===== config.mk =====
export PLATFORM = sky130hd
export DESIGN_NAME = ap_ctrl_sequencer_flat
export DESIGN_NICKNAME = d
export VERILOG_FILES = /design/src/rtl/ap_ctrl_sequencer_if.sv /design/src/rtl/ap_ctrl_sequencer.sv /design/src/flat_wrapper.sv
export SDC_FILE = /design/constraint.sdc
export NUM_CORES = 1
export LEC_CHECK = 0
export CELL_PAD_IN_SITES_DETAIL_PLACEMENT = 2
export CELL_PAD_IN_SITES_GLOBAL_PLACEMENT = 2
export CORE_ASPECT_RATIO = 1.4
export CORE_MARGIN = 3
export CORE_UTILIZATION = 25
export DETAILED_ROUTE_END_ITERATION = 7
export PLACE_DENSITY_LB_ADDON = 0.1
export REMOVE_ABC_BUFFERS = 1
export SYNTH_ARGS = -nofsm -noshare
export SYNTH_HDL_FRONTEND = slang
export SYNTH_SLANG_ARGS = --single-unit
export TNS_END_PERCENT = 5

===== constraint.sdc =====
create_clock -name clock -period 9.41 [get_ports clock]
set_clock_uncertainty 0.2 [all_clocks]
set_input_delay 1.4115 -clock clock [delete_from_list [all_inputs] [get_ports clock]]
set_output_delay 1.4115 -clock clock [all_outputs]
set_load 0.01 [all_outputs]

===== src/rtl/ap_ctrl_sequencer_if.sv =====
// Command and ap_ctrl_chain handshake bundle between the sequencer (master)
// and the kernel/command side (slave).
interface ap_ctrl_sequencer_if #(
    parameter int unsigned CNT_W = 16,
    parameter int unsigned TO_W  = 20
);
    logic             cmd_valid;
    logic [CNT_W-1:0] cmd_count;
    logic             cmd_ready;
    logic             cmd_abort;
    logic [TO_W-1:0]  timeout_limit;
    logic             cont_en;
    logic             ap_start;
    logic             ap_ready;
    logic             ap_done;
    logic             ap_continue;
    logic [CNT_W-1:0] issued;
    logic [CNT_W-1:0] completed;
    logic             finish;
    logic             err_timeout;
    logic             err_spurious;

    modport master (
        input  cmd_valid, cmd_count, cmd_abort, timeout_limit, cont_en,
        input  ap_ready, ap_done,
        output cmd_ready, ap_start, ap_continue, issued, completed,
        output finish, err_timeout, err_spurious
    );

    modport slave (
        output cmd_valid, cmd_count, cmd_abort, timeout_limit, cont_en,
        output ap_ready, ap_done,
        input  cmd_ready, ap_start, ap_continue, issued, completed,
        input  finish, err_timeout, err_spurious
    );
endinterface


===== src/rtl/ap_ctrl_sequencer.sv =====
// Batch initiator for the HLS ap_ctrl_chain handshake: issues a commanded
// number of starts with bounded overlap and retires them via ap_continue.
module ap_ctrl_sequencer #(
    parameter int unsigned CNT_W     = 16,
    parameter int unsigned MAX_OUTST = 4,
    parameter int unsigned TO_W      = 20
) (
    input  logic                  clock,
    input  logic                  reset,
    ap_ctrl_sequencer_if.master   bus
);
    localparam logic [3:0] MAX_O = 4'(MAX_OUTST);

    typedef enum logic [2:0] {
        S_IDLE   = 3'd0,
        S_RUN    = 3'd1,
        S_DRAIN  = 3'd2,
        S_FINISH = 3'd3,
        S_ERR    = 3'd4
    } state_t;

    state_t           state_q, state_d;
    logic [CNT_W-1:0] target_q, target_d;
    logic [CNT_W-1:0] issued_q, issued_d;
    logic [CNT_W-1:0] completed_q, completed_d;
    logic [3:0]       outst_q, outst_d;
    logic [TO_W-1:0]  to_q, to_d;
    logic             err_to_q, err_to_d;
    logic             err_sp_q, err_sp_d;
    logic             start_q, start_d;
    logic             cont_q, cont_d;
    logic             ready_q, ready_d;
    logic             finish_q, finish_d;

    logic             active;
    logic             issue_ev, comp_ev, spur_ev;
    logic [CNT_W-1:0] iss_n, cmp_n;
    logic [3:0]       outst_n;
    logic [TO_W-1:0]  to_n;
    logic             timeout_hit;

    assign active   = (state_q == S_RUN) || (state_q == S_DRAIN);
    assign issue_ev = start_q && bus.ap_ready && (issued_q < target_q);
    // A done with nothing outstanding is never counted, only flagged.
    assign comp_ev  = cont_q && bus.ap_done && (outst_q != 4'd0) && (completed_q < target_q);
    assign spur_ev  = active && bus.ap_done && (outst_q == 4'd0);

    assign iss_n   = issued_q + CNT_W'(issue_ev);
    assign cmp_n   = completed_q + CNT_W'(comp_ev);
    assign outst_n = outst_q + 4'(issue_ev) - 4'(comp_ev);

    assign to_n        = (issue_ev || comp_ev) ? '0 :
                         (to_q == '1)          ? to_q : to_q + TO_W'(1);
    assign timeout_hit = (bus.timeout_limit != '0) && (to_n == bus.timeout_limit);

    always_comb begin
        state_d     = state_q;
        target_d    = target_q;
        issued_d    = issued_q;
        completed_d = completed_q;
        outst_d     = outst_q;
        to_d        = to_q;
        err_to_d    = err_to_q;
        err_sp_d    = err_sp_q;

        if (active) begin
            issued_d    = iss_n;
            completed_d = cmp_n;
            outst_d     = outst_n;
            to_d        = to_n;
            if (spur_ev) begin
                err_sp_d = 1'b1;
            end
        end

        if (bus.cmd_abort) begin
            state_d = S_IDLE;
        end else begin
            unique case (state_q)
                S_IDLE: begin
                    if (ready_q && bus.cmd_valid) begin
                        target_d    = bus.cmd_count;
                        issued_d    = '0;
                        completed_d = '0;
                        outst_d     = '0;
                        to_d        = '0;
                        err_to_d    = 1'b0;
                        err_sp_d    = 1'b0;
                        state_d     = (bus.cmd_count == '0) ? S_FINISH : S_RUN;
                    end
                end
                S_RUN: begin
                    if (timeout_hit) begin
                        state_d  = S_ERR;
                        err_to_d = 1'b1;
                    end else if (iss_n == target_q) begin
                        state_d = S_DRAIN;
                    end
                end
                S_DRAIN: begin
                    if (timeout_hit) begin
                        state_d  = S_ERR;
                        err_to_d = 1'b1;
                    end else if (cmp_n == target_q) begin
                        state_d = S_FINISH;
                    end
                end
                S_FINISH: state_d = S_IDLE;
                S_ERR:    state_d = S_ERR;
                default:  state_d = S_IDLE;
            endcase
        end

        // Outputs are registered, so they are derived from the post-event next state.
        ready_d  = (state_d == S_IDLE);
        finish_d = (state_d == S_FINISH);
        start_d  = (state_d == S_RUN) && (issued_d < target_d) && (outst_d < MAX_O);
        cont_d   = bus.cont_en && ((state_d == S_RUN) || (state_d == S_DRAIN));
    end

    always_ff @(posedge clock or negedge reset) begin
        if (!reset) begin
            state_q     <= S_IDLE;
            target_q    <= '0;
            issued_q    <= '0;
            completed_q <= '0;
            outst_q     <= '0;
            to_q        <= '0;
            err_to_q    <= 1'b0;
            err_sp_q    <= 1'b0;
            start_q     <= 1'b0;
            cont_q      <= 1'b0;
            ready_q     <= 1'b0;
            finish_q    <= 1'b0;
        end else begin
            state_q     <= state_d;
            target_q    <= target_d;
            issued_q    <= issued_d;
            completed_q <= completed_d;
            outst_q     <= outst_d;
            to_q        <= to_d;
            err_to_q    <= err_to_d;
            err_sp_q    <= err_sp_d;
            start_q     <= start_d;
            cont_q      <= cont_d;
            ready_q     <= ready_d;
            finish_q    <= finish_d;
        end
    end

    assign bus.cmd_ready    = ready_q;
    assign bus.ap_start     = start_q;
    assign bus.ap_continue  = cont_q;
    assign bus.issued       = issued_q;
    assign bus.completed    = completed_q;
    assign bus.finish       = finish_q;
    assign bus.err_timeout  = err_to_q;
    assign bus.err_spurious = err_sp_q;
endmodule


===== src/flat_wrapper.sv =====
// flat-port wrapper written by rule: the top's interface ports become plain ports
module ap_ctrl_sequencer_flat 
#(
    parameter int unsigned CNT_W     = 16,
    parameter int unsigned MAX_OUTST = 4,
    parameter int unsigned TO_W      = 20
)
  (clock, reset, bus_cmd_valid, bus_cmd_count, bus_cmd_abort, bus_timeout_limit, bus_cont_en, bus_ap_ready, bus_ap_done, bus_cmd_ready, bus_ap_start, bus_ap_continue, bus_issued, bus_completed, bus_finish, bus_err_timeout, bus_err_spurious);
  ap_ctrl_sequencer_if #(.CNT_W(CNT_W), .TO_W(TO_W)) bus_i ();
  input  logic clock;
  input  logic reset;
  input wire logic [$bits(bus_i.cmd_valid)-1:0] bus_cmd_valid;
  input wire logic [$bits(bus_i.cmd_count)-1:0] bus_cmd_count;
  input wire logic [$bits(bus_i.cmd_abort)-1:0] bus_cmd_abort;
  input wire logic [$bits(bus_i.timeout_limit)-1:0] bus_timeout_limit;
  input wire logic [$bits(bus_i.cont_en)-1:0] bus_cont_en;
  input wire logic [$bits(bus_i.ap_ready)-1:0] bus_ap_ready;
  input wire logic [$bits(bus_i.ap_done)-1:0] bus_ap_done;
  output wire logic [$bits(bus_i.cmd_ready)-1:0] bus_cmd_ready;
  output wire logic [$bits(bus_i.ap_start)-1:0] bus_ap_start;
  output wire logic [$bits(bus_i.ap_continue)-1:0] bus_ap_continue;
  output wire logic [$bits(bus_i.issued)-1:0] bus_issued;
  output wire logic [$bits(bus_i.completed)-1:0] bus_completed;
  output wire logic [$bits(bus_i.finish)-1:0] bus_finish;
  output wire logic [$bits(bus_i.err_timeout)-1:0] bus_err_timeout;
  output wire logic [$bits(bus_i.err_spurious)-1:0] bus_err_spurious;
  assign bus_i.cmd_valid = bus_cmd_valid;
  assign bus_i.cmd_count = bus_cmd_count;
  assign bus_i.cmd_abort = bus_cmd_abort;
  assign bus_i.timeout_limit = bus_timeout_limit;
  assign bus_i.cont_en = bus_cont_en;
  assign bus_i.ap_ready = bus_ap_ready;
  assign bus_i.ap_done = bus_ap_done;
  assign bus_cmd_ready = bus_i.cmd_ready;
  assign bus_ap_start = bus_i.ap_start;
  assign bus_ap_continue = bus_i.ap_continue;
  assign bus_issued = bus_i.issued;
  assign bus_completed = bus_i.completed;
  assign bus_finish = bus_i.finish;
  assign bus_err_timeout = bus_i.err_timeout;
  assign bus_err_spurious = bus_i.err_spurious;
  ap_ctrl_sequencer #(.CNT_W(CNT_W), .MAX_OUTST(MAX_OUTST), .TO_W(TO_W)) u_core (.clock(clock), .reset(reset), .bus(bus_i));
endmodule

==> results.md, run 1 <==
* Period utilisation layout at 66.7%
* Number of buffers inserted during clock tree synthesis at 9
* Design internal power at 0.917 mW
* Critical path capture point type: register
* Number of nets at the end of the flow at 1002
* Buffers on Ports at 80
* Hold buffers post-CTS at 0
* Number of levels the H-tree was split into at 3
* Max-capacitance violation count at 0
* Root buffer cell: sky130_fd_sc_hd__clkbuf_16
* Buffer levels on the longest clock path at 2
* Req. time, crit path at 9.50 ns
* Total of flip-flops plus latches after synthesis at 81
* Count of different cell masters after synthesis at 77
* Via count of the first global-routing pass at 7582
* Max VDD drop at ~0.000091 V
* Fraction of the yosys area taken by sequential cells at 29.2%
* GRT Total Usage at 19.9%
* Number of core rows at slightly above 70
* Final global-route overflow total at 0
* Final instance count without filler cells at 1273
* Iteration-0 DRC Markers at 151
* Share of flip-flops with an asynchronous set or reset after synthesis at 100%
* # resized after CTS at 0
* Minimum clock period after layout at 6.28 ns
* Warnings from Yosys at 0
* Tightest Pin Transition at 1.17 ns
* Arrival time at the worst endpoint at 6.37 ns
* Portion of total power attributed to combinational logic at 35.1%
* Total power of the final layout at roughly 1.5 mW
* Ant diodes at 0
* Placed cell count at 1257
* Min-Delay Path Depth at 2
* Post-route standard cell area excluding fillers at 8520 um^2
* Cell area after synthesis at 6940 um^2
* Clock slew at the register clock pins of the worst setup and hold paths at roughly 0.07 ns
* Cell with the most instances after synthesis: sky130_fd_sc_hd__dfrtp_1
* Final setup violation count at 0
* Layout area overhead at 22.8%
* Io pins at 81
* Library cell with the largest summed area after synthesis: sky130_fd_sc_hd__dfrtp_1
* Post-DRT Antenna Nets at 0
* Floorplan core area at 27100 um^2
* Worst Hold Class: reg2reg
* Cell leakage power at 3.47 nW
* Largest net degree at the start of global routing at 48
* DR pass1 iterations at 4
* Number of setup buffers added after CTS at 0
* Ratio of cells with drive above 1 in the final layout at 4.96%
* List of most frequent post-synthesis cells: sky130_fd_sc_hd__dfrtp_1, sky130_fd_sc_hd__nor2_1, sky130_fd_sc_hd__nand2_1, sky130_fd_sc_hd__a21oi_1, sky130_fd_sc_hd__ha_1
* Worst slew margin at between 20% and 30%
* Top fanout value on the critical path at 10
* Final slew viol count at 0
* Average cell area after synthesis at 8.27 um^2
* Hold Vio Cnt, Final at 0
* Register-to-Register Setup Slack at 3.24 ns
* Worst min-delay path endpoint: u_core.bus.err_spurious$_DFF_PN0_
* Area of the die at around 30000 um^2
* Worst stage delay on the critical path at roughly 0.55 ns
* Placed standard-cell area at 8130 um^2
* Number of sinks driven by the clock tree at 81
* Setup repair after global routing missed its margin: false
* Remaining routing DRC violations at 0
* R2r startpoint: u_core.target_q[3]$_DFF_PN0_
* Critical path startpoint category: primary input
* Number of flops mapped to enable cells by yosys at 0
* Number of antenna violations at the first check in global routing at 0
* Top cells by area, synth: sky130_fd_sc_hd__dfrtp_1, sky130_fd_sc_hd__ha_1, sky130_fd_sc_hd__xnor2_1
* R2R Path End: u_core.bus.ap_start$_DFF_PN0_
* Final standard cell utilization of the core at 31.4%
* Die X-Extent at between 100 and 150 um
* Vias/cell at 5.31
* Weighted congestion at the end of routability-driven global placement at between 0.8 and 0.9
* Net switching fraction of the power at 37.4%
* Achievable Freq at about 160 MHz
* Power density of the placed cells at about 170 nW/um^2
* Worst-case reg-to-reg path depth at 22
* Crit-path cells: clkdlybuf4s50_1, nand2_1, a211oi_1, o21ai_0, a211o_1, inv_2, ha_1, ha_1, nand4_1, or3_1, xor2_1, nor2_1, ha_1, nor2b_1, o21ai_0, nand2b_1, a21oi_1, nor2b_1, o21ai_0, nand2b_1, a2111oi_0, and4_1
* Category of cells accounting for the largest share of critical-path delay: simple AND/OR/NAND/NOR gates
* Cell count after synthesis at 839
* Part of the power in the clock network at 33.0%
* Outcome: completed
* Predominant post-synthesis flop cell: sky130_fd_sc_hd__dfrtp_1
* Worst setup path category: in2reg
* Latest clock arrival within the worst-skew pair at roughly 0.36 ns
* Standard cell with the maximum stage delay on the critical path: sky130_fd_sc_hd__or3_1
* Routed length per instance at 23.1 um
* Sequential cell fraction of total power at 31.9%
* Final wirelength at 29400 um
* Starting density of the core at 25.6%
* DP HPWL at 23300 um
* Area fraction of the dominant cell type after synthesis at between 20 and 30%
* Count of vias placed by the detailed router at roughly 6800
* Switching power at 0.548 mW
* Minimum hold slack at 0.326 ns
* Clock tree from TritonCTS: done
* Buf+Inv Stages, Crit Path at 2
* First-pass GRT wire length at roughly 46000 um
* Vertical die dimension at between 200 and 250 um
* Start point of the worst min-delay path: u_core.bus.err_spurious$_DFF_PN0_
-- placed cells by master, fill, tap and decap left out, types with 5 or more instances in the layout --
cell type,n
sky130_fd_sc_hd__a2111oi_0,6
sky130_fd_sc_hd__a211oi_1,8
sky130_fd_sc_hd__a21o_1,5
sky130_fd_sc_hd__a21oi_1,57
sky130_fd_sc_hd__a31oi_1,10
sky130_fd_sc_hd__and2_1,5
sky130_fd_sc_hd__and3_1,10
sky130_fd_sc_hd__and4_1,9
sky130_fd_sc_hd__buf_4,8
sky130_fd_sc_hd__bufinv_16,5
sky130_fd_sc_hd__clkbuf_16,9
sky130_fd_sc_hd__clkdlybuf4s50_1,79
sky130_fd_sc_hd__dfrtp_1,81
sky130_fd_sc_hd__ha_1,55
sky130_fd_sc_hd__inv_1,48
sky130_fd_sc_hd__mux2i_1,21
sky130_fd_sc_hd__nand2_1,70
sky130_fd_sc_hd__nand2b_1,8
sky130_fd_sc_hd__nand3_1,31
sky130_fd_sc_hd__nand3b_1,5
sky130_fd_sc_hd__nand4_1,26
sky130_fd_sc_hd__nor2_1,78
sky130_fd_sc_hd__nor2b_1,7
sky130_fd_sc_hd__nor3_1,33
sky130_fd_sc_hd__nor4_1,21
sky130_fd_sc_hd__o21a_1,5
sky130_fd_sc_hd__o21ai_0,36
sky130_fd_sc_hd__o31ai_1,5
sky130_fd_sc_hd__or3_1,13
sky130_fd_sc_hd__xnor2_1,46
sky130_fd_sc_hd__xor2_1,31
-- sequential cells by signal, summed over array words and instances, names as in the netlist --
name	cells
u_core.bus.ap_continue	1
u_core.bus.ap_start	1
u_core.bus.cmd_ready	1
u_core.bus.completed	16
u_core.bus.err_spurious	1
u_core.bus.err_timeout	1
u_core.bus.finish	1
u_core.bus.issued	16
u_core.outst_q	4
u_core.state_q	3
u_core.target_q	16
u_core.to_q	20
-- tightest hold or removal path, stage by stage (launching register included) --
cell and delay [ns]:
sky130_fd_sc_hd__dfrtp_1 0.36, sky130_fd_sc_hd__a41oi_1 0.05, sky130_fd_sc_hd__nor2_1 0.08
-- cell type report --
cell class	instances	area [um^2]
inverters	50	188
fillers	3083	18600
clock buffers	11	243
flip-flops and latches	81	2030
well taps	365	457
clock inverters	5	150
repair buffers	87	851
multi-input cells	674	4600
-- power by group through the flow --
stage	clock network [mW]	registers, mW	logic [mW]
2_1_floorplan	0	0.446	0.329
3_3_place_gp	0	0.471	0.502
3_5_place_dp	0	0.474	0.523
4_1_cts	0.498	0.468	0.526
5_1_grt	0.511	0.477	0.579
6_report	0.483	0.468	0.514
-- per-stage QoR --
stage          setup TNS [ns]  setup slack, ns
2_1_floorplan           -1.70            -1.70
3_3_place_gp                0             2.96
3_5_place_dp                0             2.74
4_1_cts                     0             3.08
5_1_grt                     0             2.57
6_report                    0             3.13
-- per-layer routing --
| layer | GRT usage (%) | share of wire [%] |
|---|---|---|
| met1 | 21.9 | 39 |
| met2 | 39.1 | 56 |
| met3 | 2.53 | 2.3 |
| met4 | 6.42 | 2.7 |
| met5 | 0 | 0 |
-- worst max path at each step --
stage / from / endpoint / slack, ns / depth (start not counted)
after detailed placement: bus_ap_ready / u_core.bus.ap_start$_DFF_PN0_ / 2.74 / 22
after global placement: bus_ap_ready / u_core.bus.ap_start$_DFF_PN0_ / 2.96 / 22
after CTS: bus_ap_ready / u_core.bus.ap_start$_DFF_PN0_ / 3.08 / 22
final: bus_ap_ready / u_core.bus.ap_start$_DFF_PN0_ / 3.13 / 22
after global routing: bus_ap_ready / u_core.bus.ap_start$_DFF_PN0_ / 2.57 / 24
after floorplan: bus_cmd_abort / u_core.bus.ap_start$_DFF_PN0_ / -1.70 / 13
-- logic make-up after synthesis --
family,after synthesis,share of synthesized area [%]
and+or+nand+nor,338,25.2
AOI/OAI and AO/OA,181,17.8
buffers and inverters,84,4.67
DFF,81,29.2
xor gates and xnor gates,77,9.72
adders and majority gates,56,10.2
muxes,22,3.19
Power figures use the tool's default switching activity.
==> run 2: changes to the inputs <==
- clock period: 9.41 -> 6.5 ns (I/O delays scaled with it)
==> results.md, run 2 (same netlist as run 1, synthesis figures left out) <==
* Final wirelength at 29700 um (+1.1%)
* Worst slew margin at 32.4% (+10 points)
* Net switching fraction of the power at 39.9% (+2.5 points)
* Setup repair after global routing missed its margin: false
* Highest metal layer with signal wires: met4
* Achievable Freq at roughly 160 MHz
* Most common cell after layout, fill and taps aside: sky130_fd_sc_hd__dfrtp_1
* Detail Route met2 WL at 16400 um (+0.53%)
* Power density of the placed cells at 237 nW/um^2 (+38%)
* Final global-route overflow total at 0 (unchanged)
* Crit-path cells: inv_1, ha_1, nand4_1, nor3_1, o311ai_0, nand4_1, clkinv_1, ha_1, ha_1, and3_1, xnor2_1, a21oi_1, a21oi_1, a2111oi_0, nand4_1, nor3_1, o21bai_1, o22ai_2, and4_1
* Count of vias placed by the detailed router at 6805 (+0.73%)
* Routed length per instance at 23.2 um (+0.60%)
* Critical path capture point type: register
* Clock slew at the register clock pins of the worst setup and hold paths at 0.07 ns (about the same)
* Critical path startpoint category: register
* Area of the die at 29800 um^2 (unchanged)
* Root buffer cell: sky130_fd_sc_hd__clkbuf_16
* Number of buffers inserted during clock tree synthesis at 9 (unchanged)
* Period utilisation layout at 95.1%
* Portion of total power attributed to combinational logic at 37.4% (+2.3 points)
* First-pass GRT wire length at 46500 um (+1.1%)
* Io pins at 81 (unchanged)
* Placed standard-cell area at 8180 um^2 (+0.65%)
* Outcome: completed
* Latest clock arrival within the worst-skew pair at 0.36 ns (about the same)
* Switching power at 0.803 mW (+47%)
* Minimum hold slack at 0.261 ns (-0.0644 ns)
* Commonest cells after routing, fill and taps aside: sky130_fd_sc_hd__dfrtp_1, sky130_fd_sc_hd__clkdlybuf4s50_1, sky130_fd_sc_hd__nor2_1
* Iteration-0 DRC Markers at 147 (-2.6%)
* Worst stage delay on the critical path at 0.61 ns (+0.06 ns)
* Sequential cell fraction of total power at 33.7% (+1.8 points)
* Routed length on met3 at 575 um (-16%)
* Buffers on Ports at 80 (unchanged)
* Metal-1 WL at 11600 um (-0.22%)
* Number of core rows at 71 (unchanged)
* Ratio of cells with drive above 1 in the final layout at 5.69% (+0.73 points)
* Starting density of the core at 25.6% (unchanged)
* DP HPWL at 23300 um (about the same)
* Buffer levels on the longest clock path at 2 (unchanged)
* Post-route standard cell area excluding fillers at 8500 um^2 (-0.25%)
* Final standard cell utilization of the core at 31.4% (-0.079 points)
* Minimum clock period after layout at just over 6 ns
* Final setup violation count at 0 (unchanged)
* Standard cell with the maximum stage delay on the critical path: sky130_fd_sc_hd__a2111oi_0
* Vertical die dimension at 203 um (unchanged)
* Die X-Extent at 147 um (unchanged)
* Largest net degree at the start of global routing at 71 (+48%)
* Top fanout value on the critical path at 10 (unchanged)
* Ant diodes at 0 (unchanged)
* Weighted congestion at the end of routability-driven global placement at 0.839 (-1.3%)
* GRT Total Usage at 20.2% (+0.24 points)
* Max VDD drop at 0.000135 V (+48%)
* Final slew viol count at 0 (unchanged)
* Part of the power in the clock network at 28.9% (-4.1 points)
* Worst Hold Class: in2async
* Post-DRT Antenna Nets at 0 (unchanged)
* Hold Vio Cnt, Final at 0 (unchanged)
* Design internal power at 1.21 mW (+32%)
* Number of nets at the end of the flow at 1009 (+0.70%)
* Vias/cell at 5.32 (+0.25%)
* Via count of the first global-routing pass at 7784 (+2.7%)
* Worst setup path category: reg2reg
* Max-capacitance violation count at 0 (unchanged)
* Number of antenna violations at the first check in global routing at 0 (unchanged)
* Clock tree from TritonCTS: done
* Number of levels the H-tree was split into at 3 (unchanged)
* Number of setup buffers added after CTS at 0 (unchanged)
* Buf+Inv Stages, Crit Path at 2 (unchanged)
* Cell leakage power at 3.47 nW (-0.12%)
* Tightest Pin Transition at 1.01 ns (-0.156 ns)
* Remaining routing DRC violations at 0 (unchanged)
* DR pass1 iterations at 4 (unchanged)
* Total power of the final layout at 2.02 mW (+37%)
* Floorplan core area at 27100 um^2 (unchanged)
* # resized after CTS at 0 (unchanged)
* Req. time, crit path at 6.60 ns (-2.90 ns)
* Number of sinks driven by the clock tree at 81 (unchanged)
* Hold buffers post-CTS at 0 (unchanged)
* Category of cells accounting for the largest share of critical-path delay: simple AND/OR/NAND/NOR gates
* Most flop-heavy register: u_core.to_q
* Layout area overhead at 22.4%
* Number of flip-flops under the largest register name at 20 (unchanged)
* Arrival time at the worst endpoint at 6.28 ns (-0.09 ns)
==> run 2: through the flow <==
step,setup slack (ns),TNS [ns],cells
floorplan,-4.17,-164.69,805
global placement,0.197,0,1264
detailed placement,0.106,0,1264
CTS,0.232,0,1279
global route,0.0420,0,1279
finish,0.315,0,1279
==> run 2: routing by layer <==
| metal | GRT usage [%] | up-vias |
|---|---|---|
| met3 | 2.51 | 44 |
| met5 | 0 | - |
| li1 | - | 3186 |
| met1 | 21.8 | 3478 |
| met4 | 8.64 | 0 |
| met2 | 39.0 | 97 |
==> run 2: power by group through the flow <==
stage	sequential, mW	combinational (mW)	clock [mW]
2_1_floorplan	0.646	0.476	0
3_3_place_gp	0.682	0.733	0
3_5_place_dp	0.688	0.759	0
4_1_cts	0.680	0.767	0.603
5_1_grt	0.690	0.846	0.624
6_report	0.680	0.753	0.582
==> run 2: area by class of cell <==
type	instances	area, um^2
clock inverters	5	80.1
inverters	50	188
well taps	365	457
fillers	3089	18600
clock buffers	10	239
multi-input cells	674	4600
repair buffers	94	903
flip-flops and latches	81	2030
==> run 2: worst paths after layout <==
kind                                              startpoint                           endpoint  slack (ns)  cells past startpoint
min in group clock         u_core.bus.err_spurious$_DFF_PN0_  u_core.bus.err_spurious$_DFF_PN0_        0.35                      2
hold / removal                                         reset          u_core.to_q[13]$_DFF_PN0_        0.26                      1
setup / recovery               u_core.target_q[13]$_DFF_PN0_      u_core.bus.ap_start$_DFF_PN0_        0.32                     19
max in group asynchronous                              reset     u_core.bus.issued[2]$_DFF_PN0_        4.58                      2
hold reg to reg            u_core.bus.err_spurious$_DFF_PN0_  u_core.bus.err_spurious$_DFF_PN0_        0.35                      2
setup reg to reg               u_core.target_q[13]$_DFF_PN0_      u_core.bus.ap_start$_DFF_PN0_        0.32                     19
==> run 2: worst reg2reg max path, delay by kind of cell (launching register included) <==
family          cells  cell delay, ns
flops               1            0.48
compound gates      6            1.70
buf+inv             2            0.38
xor+xnor            1            0.20
fa+ha+maj           3            0.92
simple gates        7            2.25
